## config.mk

```make
export PLATFORM = sky130hd
export DESIGN_NAME = memory_port_arbiter
export DESIGN_NICKNAME = d
export VERILOG_FILES = /design/src/rtl/coprocessor_pkg.sv /design/src/rtl/memory_port_arbiter_picker.sv /design/src/rtl/memory_port_arbiter.sv
export SDC_FILE = /design/constraint.sdc
export NUM_CORES = 1
export LEC_CHECK = 0
export ABC_AREA = 1
export CORE_MARGIN = 4
export CORE_UTILIZATION = 33
export CTS_CLUSTER_DIAMETER = 60
export DETAILED_ROUTE_END_ITERATION = 6
export PLACE_DENSITY = 0.83
export SYNTH_ARGS = -nofsm -noshare
export SYNTH_HDL_FRONTEND = slang
export SYNTH_HIERARCHICAL = 1
export SYNTH_SLANG_ARGS = --single-unit
```

## constraint.sdc

```tcl
create_clock -name clk -period 2.6 [get_ports clk]
set_input_delay 0.26 -clock clk [delete_from_list [all_inputs] [get_ports clk]]
set_output_delay 0.26 -clock clk [all_outputs]
set_load 0.03 [all_outputs]
```

## src/rtl/coprocessor_pkg.sv

```systemverilog
// Shared definitions for the matrix-multiplier coprocessor: arbiter state
// encoding, arbitration mode constants and a width helper.
package coprocessor_pkg;

  // Arbiter states (kept as plain constants so existing code can compare them)
  localparam logic [0:0] ARB_IDLE    = 1'b0;
  localparam logic [0:0] ARB_GRANTED = 1'b1;

  // Arbitration modes
  localparam int PRIORITY_RR    = 0;
  localparam int PRIORITY_FIXED = 1;

  // Ceiling log2, never less than 1 so it can size a vector directly
  function automatic int clog2_min1(input int value);
    int r;
    r = 0;
    for (int i = 0; i < 31; i++) begin
      if ((1 << i) < value) r = i + 1;
    end
    return (r < 1) ? 1 : r;
  endfunction

endpackage

```

## src/rtl/memory_port_arbiter_picker.sv

```systemverilog
// Combinational winner picker: scans the request vector upward from a start
// index, wrapping, skipping any port set in the exclude mask.
module rr_priority_picker
  import coprocessor_pkg::*;
#(
  parameter int NUM_PORTS = 4,
  parameter int IDX_W     = clog2_min1(NUM_PORTS)
) (
  input  logic [NUM_PORTS-1:0] requests,
  input  logic [IDX_W-1:0]     start,
  input  logic [NUM_PORTS-1:0] exclude,
  output logic [IDX_W-1:0]     winner,
  output logic                 found
);

  int cand;

  // First eligible requester at or after start, in wrapped order
  always_comb begin
    winner = '0;
    found  = 1'b0;
    cand   = 0;
    for (int i = 0; i < NUM_PORTS; i++) begin
      cand = int'(start) + i;
      if (cand >= NUM_PORTS) cand = cand - NUM_PORTS;
      if (!found && requests[cand[IDX_W-1:0]] && !exclude[cand[IDX_W-1:0]]) begin
        winner = cand[IDX_W-1:0];
        found  = 1'b1;
      end
    end
  end

endmodule

```

## src/rtl/memory_port_arbiter.sv

```systemverilog
// Shares the coprocessor's single memory port among NUM_PORTS requesters
// (processing units plus main controller), with round-robin or fixed priority,
// bounded hold time with preemption, and a mux of the owner's access signals.
//
// Handshake: a requester raises its i_Requests bit and holds it for its whole
// access sequence; it owns the memory port exactly while its o_Grants bit is
// high. Ownership can be lost by preemption, in which case the requester keeps
// requesting and re-competes. Owners drop enables no later than the request.
module memory_port_arbiter
  import coprocessor_pkg::*;
#(
  parameter int NUM_PORTS     = 4,
  parameter int WORD_SIZE     = 32,
  parameter int ADDR_WIDTH    = 10,
  parameter int MAX_HOLD      = 16,
  parameter int PRIORITY_MODE = 0,
  parameter int IDX_W         = clog2_min1(NUM_PORTS)
) (
  input  logic                            clk,
  input  logic                            reset,
  input  logic [NUM_PORTS-1:0]            i_Requests,
  input  logic [NUM_PORTS*ADDR_WIDTH-1:0] i_Port_Address,
  input  logic [NUM_PORTS*WORD_SIZE-1:0]  i_Port_Write_Data,
  input  logic [NUM_PORTS-1:0]            i_Port_Read_Enable,
  input  logic [NUM_PORTS-1:0]            i_Port_Write_Enable,
  output logic [NUM_PORTS-1:0]            o_Grants,
  output logic                            o_Grant_Valid,
  output logic [IDX_W-1:0]                o_Grant_Index,
  output logic [ADDR_WIDTH-1:0]           o_Memory_Address,
  output logic [WORD_SIZE-1:0]            o_Memory_Write_Data,
  output logic                            o_Memory_Read_Enable,
  output logic                            o_Memory_Write_Enable,
  output logic [15:0]                     o_Preempt_Count,
  output logic [0:0]                      o_Arb_State
);

  localparam int HOLD_W     = clog2_min1(MAX_HOLD + 1);
  localparam int HOLD_LIMIT = (MAX_HOLD == 0) ? 0 : MAX_HOLD - 1;
  localparam logic [NUM_PORTS-1:0] ONE_HOT0 = NUM_PORTS'(1);

  logic [0:0]           r_State;
  logic [IDX_W-1:0]     r_Owner;
  logic [IDX_W-1:0]     r_Last_Owner;
  logic [HOLD_W-1:0]    r_Hold_Count;
  logic [NUM_PORTS-1:0] r_Grants;
  logic [15:0]          r_Preempt_Count;

  logic [IDX_W-1:0]     start_idx;
  logic [NUM_PORTS-1:0] exclude_mask;
  logic [IDX_W-1:0]     winner;
  logic                 found;
  logic                 owner_req;
  logic                 hold_expired;
  int                   owner_int;

  // Scan start and exclusion: the current owner never competes against itself
  always_comb begin
    if (PRIORITY_MODE == PRIORITY_FIXED)
      start_idx = '0;
    else if (r_Last_Owner == IDX_W'(NUM_PORTS - 1))
      start_idx = '0;
    else
      start_idx = r_Last_Owner + IDX_W'(1);
    exclude_mask = (r_State == ARB_GRANTED) ? (ONE_HOT0 << r_Owner) : '0;
    owner_req    = i_Requests[r_Owner];
    // >= rather than == so an owner whose count saturated while alone is
    // still preempted as soon as someone else shows up
    hold_expired = (MAX_HOLD != 0) && (r_Hold_Count >= HOLD_W'(HOLD_LIMIT));
  end

  rr_priority_picker #(
    .NUM_PORTS (NUM_PORTS),
    .IDX_W     (IDX_W)
  ) u_picker (
    .requests (i_Requests),
    .start    (start_idx),
    .exclude  (exclude_mask),
    .winner   (winner),
    .found    (found)
  );

  // Ownership FSM: grant, zero-bubble handoff on release, preemption on hold expiry
  always_ff @(posedge clk or negedge reset) begin
    if (!reset) begin
      r_State         <= ARB_IDLE;
      r_Owner         <= '0;
      r_Last_Owner    <= IDX_W'(NUM_PORTS - 1);
      r_Hold_Count    <= '0;
      r_Grants        <= '0;
      r_Preempt_Count <= '0;
    end else if (r_State == ARB_IDLE) begin
      if (found) begin
        r_State      <= ARB_GRANTED;
        r_Owner      <= winner;
        r_Hold_Count <= '0;
        r_Grants     <= ONE_HOT0 << winner;
      end
    end else if (!owner_req) begin
      r_Last_Owner <= r_Owner;
      r_Hold_Count <= '0;
      if (found) begin
        r_Owner  <= winner;
        r_Grants <= ONE_HOT0 << winner;
      end else begin
        r_State  <= ARB_IDLE;
        r_Owner  <= '0;
        r_Grants <= '0;
      end
    end else if (hold_expired && found) begin
      r_Last_Owner <= r_Owner;
      r_Owner      <= winner;
      r_Hold_Count <= '0;
      r_Grants     <= ONE_HOT0 << winner;
      if (r_Preempt_Count != 16'hFFFF) r_Preempt_Count <= r_Preempt_Count + 16'd1;
    end else if (r_Hold_Count < HOLD_W'(MAX_HOLD)) begin
      r_Hold_Count <= r_Hold_Count + HOLD_W'(1);
    end
  end

  // Owner's access signals reach memory only while a grant is valid
  always_comb begin
    owner_int             = int'(r_Owner);
    o_Memory_Address      = '0;
    o_Memory_Write_Data   = '0;
    o_Memory_Read_Enable  = 1'b0;
    o_Memory_Write_Enable = 1'b0;
    if (|r_Grants) begin
      o_Memory_Address      = i_Port_Address[owner_int*ADDR_WIDTH +: ADDR_WIDTH];
      o_Memory_Write_Data   = i_Port_Write_Data[owner_int*WORD_SIZE +: WORD_SIZE];
      o_Memory_Read_Enable  = i_Port_Read_Enable[r_Owner];
      o_Memory_Write_Enable = i_Port_Write_Enable[r_Owner];
    end
  end

  assign o_Grants        = r_Grants;
  assign o_Grant_Valid   = |r_Grants;
  assign o_Grant_Index   = (|r_Grants) ? r_Owner : '0;
  assign o_Preempt_Count = r_Preempt_Count;
  assign o_Arb_State     = r_State;

endmodule

```

==> impl_metrics.ini, run 1 <==
[detailed_routing]
routed_wl_mm = 17.4
routedWlPerCell_um = 18.5
ant_nets = 0
via_per_inst = 5.42
drc = 0
vias = 5093
drt-pass1-iter-count = 5
drtIter0Drc = 490

[worst_setup_path]
cp-start-kind = flip-flop
crit_type = reg2reg
r2r-start = r_Last_Owner[0]$_DFFE_PN1P_
rr_endpoint = o_Preempt_Count[12]$_DFFE_PN0P_
critPathMaxFanout = 19
cp-end-kind = flip-flop
cp-startpoint = r_Last_Owner[0]$_DFFE_PN1P_
timing.reg2reg.setup_slack_ns = 0.13
worst_ep_arrival_time_ns = 2.70
critical_path_required_ns = 2.82
r2r_cells = 16

[grt]
grt_first_pass_wirelength_mm = 26.8
grt-ovfl-total = 0
antenna_found_initial = 3
track_usage_pct = 25.9
grt_max_degree = 61
grt_pass1_vias = 4896

[pwr]
power.switching_mw = 4.06
power.total_mw = 7.13
power_density_nw_per_um2 = 1130
p_seq_share_pct = 9.4
pwr-share-comb_pct = 84.1
p_sw_share_pct = 57.0
power.internal_mw = 3.07
p_leak_nw = 2.56
power.share.clock_pct = 6.5
ir_drop_uv = 875

[synthesis]
ys_ff_latch = 30
netlist_area_um2 = 3620
synth_fp_nets = 758
postSynthAreaPerCell_um2 = 6.32
seq_area_frac_synth_pct = 20.8
synthCells = 572
yosys.cell_types.count = 35
yosysWarnings = 6

[clock_tree]
clock_path_buffers = 2
cts_num_sinks = 30
htree_levels = 2
clkTransAtPathRegs_ns = 0.07
cts-root-buf = clkbuf_8
cts_hold_buf = 0
clkLatencyLatePin_ns = 0.29
cts-buffers-inserted = 5
tritoncts = yes

[floorplan]
num_rows = 37
die_h_um = 113
io-pin-count = 250
core_area_um2 = 10500
initial_core_util_pct = 34.4
dieArea_um2 = 12700
die_w_um = 113

[timing]
final_hold_viol_count = 0
fin_crit_sh_pct = 95.1
tightest_slew_ns = 0.604
fmax_mhz = 405
setup_violations = 0
finalClockSkew_ns = 0.00350
slew_headroom_pct = 59.7
period_needed_ns = 2.47
slew_violations = 0
layout_setup_ws_ns = 0.128

[layout]
final_common_cell = clkdlybuf4s50_1
drive_gt1_share_pct = 17.1
syn2layout_area_growth_pct = 74.5
final_cell_mix = 204 x clkdlybuf4s50_1, 155 x nand2_1, 148 x nand3_1
fin_util_pct = 60.1
nFillCells = 941
nNetsFinal = 987
design_area_um2 = 6310
final_cells = 940

[place]
portBuffers = 249
placedCellCount = 930
pre_cts_slack_ns = 0.0988
place_area_um2 = 6160
dpl.hpwl_mm = 13.5
gp_congestion = 1.00

[outcome]
status = finished clean

[run]
drv_cap = 0

[min_path]
hold_class = in2async
metal layers:
metal / global-route usage [%] / vias to the layer above / wire length, um
met5: 0 / - / 7
met4: 8.17 / 2 / 564
met3: 6.58 / 41 / 1600
met2: 44.9 / 265 / 8660
met1: 31.4 / 2346 / 6580
li1: - / 2439 / -
power groups by stage:
| stage | logic (mW) | registers [mW] | clock network [mW] |
|---|---|---|---|
| floorplan | 3.73 | 0.660 | 0 |
| global placement | 5.75 | 0.664 | 0 |
| detailed placement | 5.86 | 0.671 | 0 |
| CTS | 5.88 | 0.662 | 0.469 |
| global route | 6.44 | 0.682 | 0.493 |
| finish | 6.00 | 0.669 | 0.465 |
how the worst max path moves through the flow:
stage | endpoint | slack [ns] | depth (start not counted)
global route | o_Preempt_Count[15]$_DFFE_PN0P_ | -0.009 | 16
global placement | r_Owner[0]$_DFFE_PN0P_ | 0.26 | 16
CTS | r_Hold_Count[1]$_DFFE_PN0P_ | 0.08 | 17
floorplan | o_Grants[3]$_DFFE_PN0P_ | 0.13 | 17
finish | o_Preempt_Count[12]$_DFFE_PN0P_ | 0.13 | 16
detailed placement | r_Hold_Count[1]$_DFFE_PN0P_ | 0.1 | 17
layout make-up:
class / count / area, um^2 / area share [%]
diodes: 2 / 5.00 / 0.0793
repair buffers: 267 / 2600 / 41.2
well taps: 136 / 170 / 2.70
clock inverters: 3 / 40.0 / 0.634
flip-flops and latches: 30 / 761 / 12.1
clock buffers: 5 / 68.8 / 1.09
multi-input cells: 469 / 2540 / 40.3
inverters: 28 / 120 / 1.90
synth_stat cells (all sizes together):
library cell / number / share of area [%]
inv: 28 / 3.3
a21boi: 1 / 0.21
nor2: 34 / 4.5
ha: 4 / 1.4
nand4: 2 / 0.52
buf: 36 / 5.9
dfstp: 2 / 1.5
nand3: 153 / 22
dfrtp: 28 / 19
xnor2: 11 / 2.7
nor3: 4 / 0.55
o21ai: 8 / 1.2
clkbuf: 9 / 0.93
a31oi: 3 / 0.52
o211ai: 1 / 0.21
or2: 1 / 0.17
nand3b: 1 / 0.21
xor2: 4 / 0.97
nand2: 189 / 22
a21oi: 8 / 1.1
a41oi: 44 / 11
nor4: 1 / 0.17
cell families after synthesis:
kind of cell             after synthesis  synth area share [%]
AND/OR/NAND/NOR                      385                  50.2
AO/OA/AOI/OAI                         65                  13.9
buffers and inverters                 73                  10.1
adder cells (fa/ha/maj)                4                  1.38
flip-flops                            30                  20.8
XOR/XNOR                              15                  3.63
registers in the layout (all words and copies together) (netlist names):
| register | flops |
|---|---|
| r_Owner | 2 |
| r_Hold_Count | 5 |
| r_Last_Owner | 2 |
| o_Grants | 4 |
| o_Preempt_Count | 16 |
| o_Arb_State | 1 |
critical path, cell delays in order, from the launching register on:
cell,delay [ns]
dfstp_2,0.54
ha_1,0.14
nor2_1,0.04
buf_4,0.16
nand3_1,0.13
nand2_2,0.07
nand2_1,0.10
nand2_2,0.07
nor2_4,0.16
nand3_2,0.14
nand3_4,0.13
nand2_2,0.10
nor2_2,0.15
nand2_4,0.17
inv_8,0.17
nand2_2,0.07
nand2_2,0.06
metrics by stage:
step | setup TNS, ns | hold slack [ns]
3_3_place_gp | 0 | 0.491
6_report | 0 | 0.356
2_1_floorplan | 0 | -0.0356
5_1_grt | -0.0434 | 0.379
4_1_cts | 0 | 0.365
3_5_place_dp | 0 | 0.511
what timing repair did:
item	4_1_cts	5_1_grt
setup buffers	0	0
gates resized for setup	0	11
endpoints found under the setup margin	0	26
(Power assumes the default switching activity.)
==> run 2, diff against run 1 <==
Settings changed: PLACE_DENSITY 0.83 to 0.8.
==> run 2 against run 1 <==
Critical path depth stayed put. Highest routed layer is now met4. Sequential power is 1% lower. First-iteration DRC count is 1.0% higher. Fmax is 1.9% lower. Critical path type unchanged.
==> impl_metrics.ini, run 2 (same netlist as run 1, synthesis figures left out) <==
[outcome]
status = finished clean

[grt]
grt_first_pass_wirelength_mm = 25.6
grt-ovfl-total = 0
antenna_found_initial = 1
track_usage_pct = 24.5
grt_max_degree = 59
grt_pass1_vias = 4954

[clock_tree]
tritoncts = yes
cts_num_sinks = 30
htree_levels = 2
clock_path_buffers = 2
cts-buffers-inserted = 5
cts_hold_buf = 0
post_cts_buffers = 0
clkLatencyLatePin_ns = 0.29
cts-root-buf = clkbuf_8
clkTransAtPathRegs_ns = 0.07

[layout]
fin_util_pct = 59.4
syn2layout_area_growth_pct = 72.5
final_cell_mix = 204 x clkdlybuf4s50_1, 155 x nand2_1, 149 x nand3_1
nNetsFinal = 986
drive_gt1_share_pct = 16.2
multi_input_area_um2 = 2520
final_common_cell = clkdlybuf4s50_1
nFillCells = 979
final_cells = 938
largest_reg_flops = 16
regArea_um2 = 761

[worst_setup_path]
critical_path_required_ns = 2.82
r2r-start = r_Last_Owner[0]$_DFFE_PN1P_
rr_endpoint = r_Owner[1]$_DFFE_PN0P_
r2r_cells = 16
cp-start-kind = flip-flop
critPathMaxFanout = 9
crit_type = reg2reg
cp-end-kind = flip-flop
cp-startpoint = r_Last_Owner[0]$_DFFE_PN1P_
cp-endpoint = r_Owner[1]$_DFFE_PN0P_
timing.reg2reg.setup_slack_ns = 0.08
worst_ep_arrival_time_ns = 2.74

[run]
drv_cap = 0

[pwr]
ir_drop_uv = 918
p_leak_nw = 2.53
power_density_nw_per_um2 = 1100
power.total_mw = 6.87

[floorplan]
initial_core_util_pct = 34.4
core_area_um2 = 10500
die_w_um = 113
die_h_um = 113
dieArea_um2 = 12700
num_rows = 37
io-pin-count = 250

[detailed_routing]
vias = 5082
drc = 0
drt-pass1-iter-count = 5
ant_nets = 0
routed_wl_mm = 16.9
drtIter0Drc = 495
via_per_inst = 5.42
routedWlPerCell_um = 18.0

[timing]
finalClockSkew_ns = 0.00898
rsz0062_at_grt = true
slew_headroom_pct = 61.8
final_hold_viol_count = 0
setup_violations = 0
fmax_mhz = 397
slew_violations = 0
period_needed_ns = 2.52
fin_crit_sh_pct = 96.9
tightest_slew_ns = 0.572
setup_tns_ns = 0

[place]
gp_congestion = 0.945
placedCellCount = 928
dpl.hpwl_mm = 12.8
portBuffers = 249

[min_path]
hold_class = in2async
-- run 2: changes by cell type in the layout (fill, tap and decap cells not counted), sizes merged --
cell / before / now
clkinv: 2 / 1
buf: 63 / 61
clkbuf: 5 / 7
bufinv: 1 / 0
diode: 2 / 1
nand2: 189 / 190
-- run 2: metal layers --
metal / up-vias / track usage, % / part of all wire [%] / routed length, um
met2: 242 / 44.2 / 50 / 8490
met4: 0 / 7.69 / 3.4 / 579
li1: 2437 / - / - / -
met5: - / 0 / 0 / 0
met3: 37 / 3.80 / 7.2 / 1210
met1: 2366 / 29.8 / 39 / 6640
-- run 2: how the worst min path moves through the flow --
stage / startpoint / to / slack (ns) / cells past startpoint
after floorplan: reset / o_Arb_State$_DFF_PN0_ / -0.04 / 0
final: reset / o_Preempt_Count[0]$_DFFE_PN0P_ / 0.37 / 2
after global placement: r_Last_Owner[1]$_DFFE_PN1P_ / r_Last_Owner[1]$_DFFE_PN1P_ / 0.49 / 2
after CTS: reset / o_Preempt_Count[0]$_DFFE_PN0P_ / 0.39 / 2
after global routing: reset / o_Preempt_Count[0]$_DFFE_PN0P_ / 0.39 / 2
after detailed placement: r_Hold_Count[4]$_DFFE_PN0P_ / r_Hold_Count[4]$_DFFE_PN0P_ / 0.51 / 2
-- run 2: what timing repair did --
item / in CTS / in global routing
setup endpoints to repair: 0 / 23
gates resized for setup: 0 / 3
hold endpoints to repair: 0 / 0
-- run 2: worst max-delay path, stage by stage (launching register included) --
cell,delay [ns]
dfstp_2,0.55
ha_1,0.14
nor2_1,0.04
buf_4,0.16
nand3_1,0.13
nand2_2,0.08
nand2_1,0.09
o21ai_1,0.11
inv_1,0.10
nand3_2,0.10
nand3_1,0.16
inv_1,0.08
a21oi_1,0.23
nor2_2,0.11
nor2_2,0.21
nand2_1,0.09
nand2_1,0.07
-- run 2: where the power goes --
group,internal (mW),switching (mW)
clock,0.213,0.175
sequential,0.570,0.0906
combinational,2.11,3.72
-- run 2: area by class of cell --
type	count	area share [%]
Multi-Input combinational cell	470	40.4
Sequential cell	30	12.2
Clock inverter	1	0.0802
Antenna cell	1	0.0401
Timing Repair Buffer	265	41.3
Tap cell	136	2.73
Clock buffer	7	1.38
Inverter	28	1.93
-- run 2: through the flow --
step | hold WS (ns) | cell area, um^2 | worst slack [ns]
6_report | 0.372 | 6240 | 0.0797
5_1_grt | 0.387 | 6240 | -0.0929
4_1_cts | 0.385 | 6220 | 0.0846
3_5_place_dp | 0.508 | 6130 | 0.106
3_3_place_gp | 0.490 | 6130 | 0.252
2_1_floorplan | -0.0356 | 3620 | 0.126
==> run 3, diff against run 2 <==
Settings changed: MAX_ROUTING_LAYER set to met4.
==> run 3 against run 2 <==
Routed wire length grew 2.5%. Via count grew 0.59%. Die area is the same. Largest cell class unchanged. Count of clock-buffer cells in the layout shrank 1. First-iteration DRC count grew 20%. Fmax grew 5.2%. Cell area grew 1.5%. Highest routed layer unchanged. Sequential cell count is the same. Clock power grew 53%. Setup slack gained 0.13 ns. Register-to-register slack gained 0.13 ns.
==> impl_metrics.ini, run 3 (same netlist as run 1, synthesis figures left out) <==
[layout]
final_common_cell = clkdlybuf4s50_1
drive_gt1_share_pct = 17.2
largest_reg_flops = 16
nNetsFinal = 988
final_cell_mix = 204 x clkdlybuf4s50_1, 155 x nand2_1, 148 x nand3_1
syn2layout_area_growth_pct = 75.1

[timing]
fmax_mhz = 418
rsz0062_at_grt = false
setup_tns_ns = 0
hold_slack_ns = 0.357
tightest_slew_ns = 0.551
slew_violations = 0
fin_crit_sh_pct = 92.1
setup_violations = 0
slew_headroom_pct = 63.3
period_needed_ns = 2.39
finalClockSkew_ns = 0.0111
final_hold_viol_count = 0

[worst_setup_path]
crit_type = reg2out
r2r_cells = 16
cp_top_family = buffers and inverters
cp-start-kind = flip-flop
crit_buf_inv = 3
r2r-start = r_Last_Owner[0]$_DFFE_PN1P_
rr_endpoint = o_Preempt_Count[2]$_DFFE_PN0P_
cp_slowest_cell = dfrtp_4
cp_cell_sequence = buf_4 -> nor2_4 -> buf_4 -> nand2_1 -> a41oi_1 -> buf_12
crit_path_frequent_cell = buf_4
cp-end-kind = primary output
critPathMaxFanout = 41
critical_path_required_ns = 2.34
worst_ep_arrival_time_ns = 2.13
critical_path.max_stage_delay_ns = 0.52
timing.reg2reg.setup_slack_ns = 0.21

[grt]
grt_max_degree = 55
antenna_found_initial = 1
track_usage_pct = 26.0
grt_first_pass_wirelength_mm = 26.3
grt-ovfl-total = 0
grt_pass1_vias = 4907

[detailed_routing]
drtIter0Drc = 596
via_per_inst = 5.44
drt-pass1-iter-count = 5
ant_nets = 0
routedWlPerCell_um = 18.5
top_layer_used = met4
vias = 5112
drt-met1-wl_mm = 6.76
routed_wl_mm = 17.4
drc = 0
wl_met3_mm = 1.34
wl_met2_mm = 8.81

[floorplan]
die_w_um = 113
die_h_um = 113
dieArea_um2 = 12700
io-pin-count = 250
initial_core_util_pct = 34.4
core_area_um2 = 10500
num_rows = 37

[clock_tree]
clkLatencyLatePin_ns = 0.29
tritoncts = yes
clock_path_buffers = 2
cts-buffers-inserted = 5
cts_num_sinks = 30
clkTransAtPathRegs_ns = 0.07
htree_levels = 2
cts_hold_buf = 0
cts-root-buf = clkbuf_8

[place]
dpl.hpwl_mm = 12.9
portBuffers = 249
gp_congestion = 0.924

[run]
drv_cap = 0

[pwr]
ir_drop_uv = 979
power.total_mw = 7.17
power_density_nw_per_um2 = 1130
p_leak_nw = 2.57

[min_path]
hold_class = in2async

[outcome]
status = finished clean
run 3: power by group:
group / internal (mW) / leakage (nW) / switching (mW)
logic: 2.13 / 2.11 / 3.79
clock network: 0.409 / 0.0714 / 0.186
registers: 0.570 / 0.397 / 0.0801
total: 3.11 / 2.57 / 4.06
run 3: worst reg2reg max path: cells and delay by family (launching register included):
family                     cells  cell delay [ns]
AOI/OAI and AO/OA              1             0.08
adders and majority gates      1             0.14
buffers and inverters          2             0.32
DFF                            1             0.54
and+or+nand+nor               12             1.20
run 3: layout make-up:
type | count | area [um^2]
antenna | 1 | 2.50
clock buffer | 6 | 82.6
clock inverter | 2 | 60.1
fill | 913 | 4170
inverter | 28 | 118
multi-input combinational | 469 | 2530
sequential | 30 | 761
tap | 136 | 170
timing repair buffer | 268 | 2610
run 3: per-layer routing:
metal	vias to the layer above	global-route usage, %
li1	2441	-
met1	2409	31.1
met2	235	45.5
met3	27	3.96
met4	0	6.81
met5	-	-
run 3: stage by stage:
step	cells	util (%)	worst slack (ns)	area, um^2
after floorplan	572	-	0.126	3620
after global routing	940	60.3	0.00329	6330
final	940	60.3	0.205	6330
after detailed placement	927	58.2	0.112	6120
after global placement	927	58.2	0.241	6120
after CTS	935	59.6	0.0722	6260
run 3: worst max path at each step:
stage | from | end | slack, ns | cells after the start
floorplan | o_Arb_State$_DFF_PN0_ | o_Grants[3]$_DFFE_PN0P_ | 0.13 | 17
global placement | r_Last_Owner[0]$_DFFE_PN1P_ | o_Grants[3]$_DFFE_PN0P_ | 0.24 | 16
detailed placement | r_Last_Owner[0]$_DFFE_PN1P_ | r_Hold_Count[0]$_DFFE_PN0P_ | 0.11 | 17
CTS | r_Last_Owner[0]$_DFFE_PN1P_ | r_Owner[0]$_DFFE_PN0P_ | 0.07 | 16
global route | r_Last_Owner[0]$_DFFE_PN1P_ | o_Grants[2]$_DFFE_PN0P_ | 0.003 | 15
finish | r_Owner[0]$_DFFE_PN0P_ | o_Memory_Address[9] | 0.21 | 6
run 3: repair_timing:
| item | in CTS | in global routing |
|---|---|---|
| setup buffers | 0 | 4 |
| resized for setup | 0 | 7 |
| setup endpoints to repair | 0 | 25 |
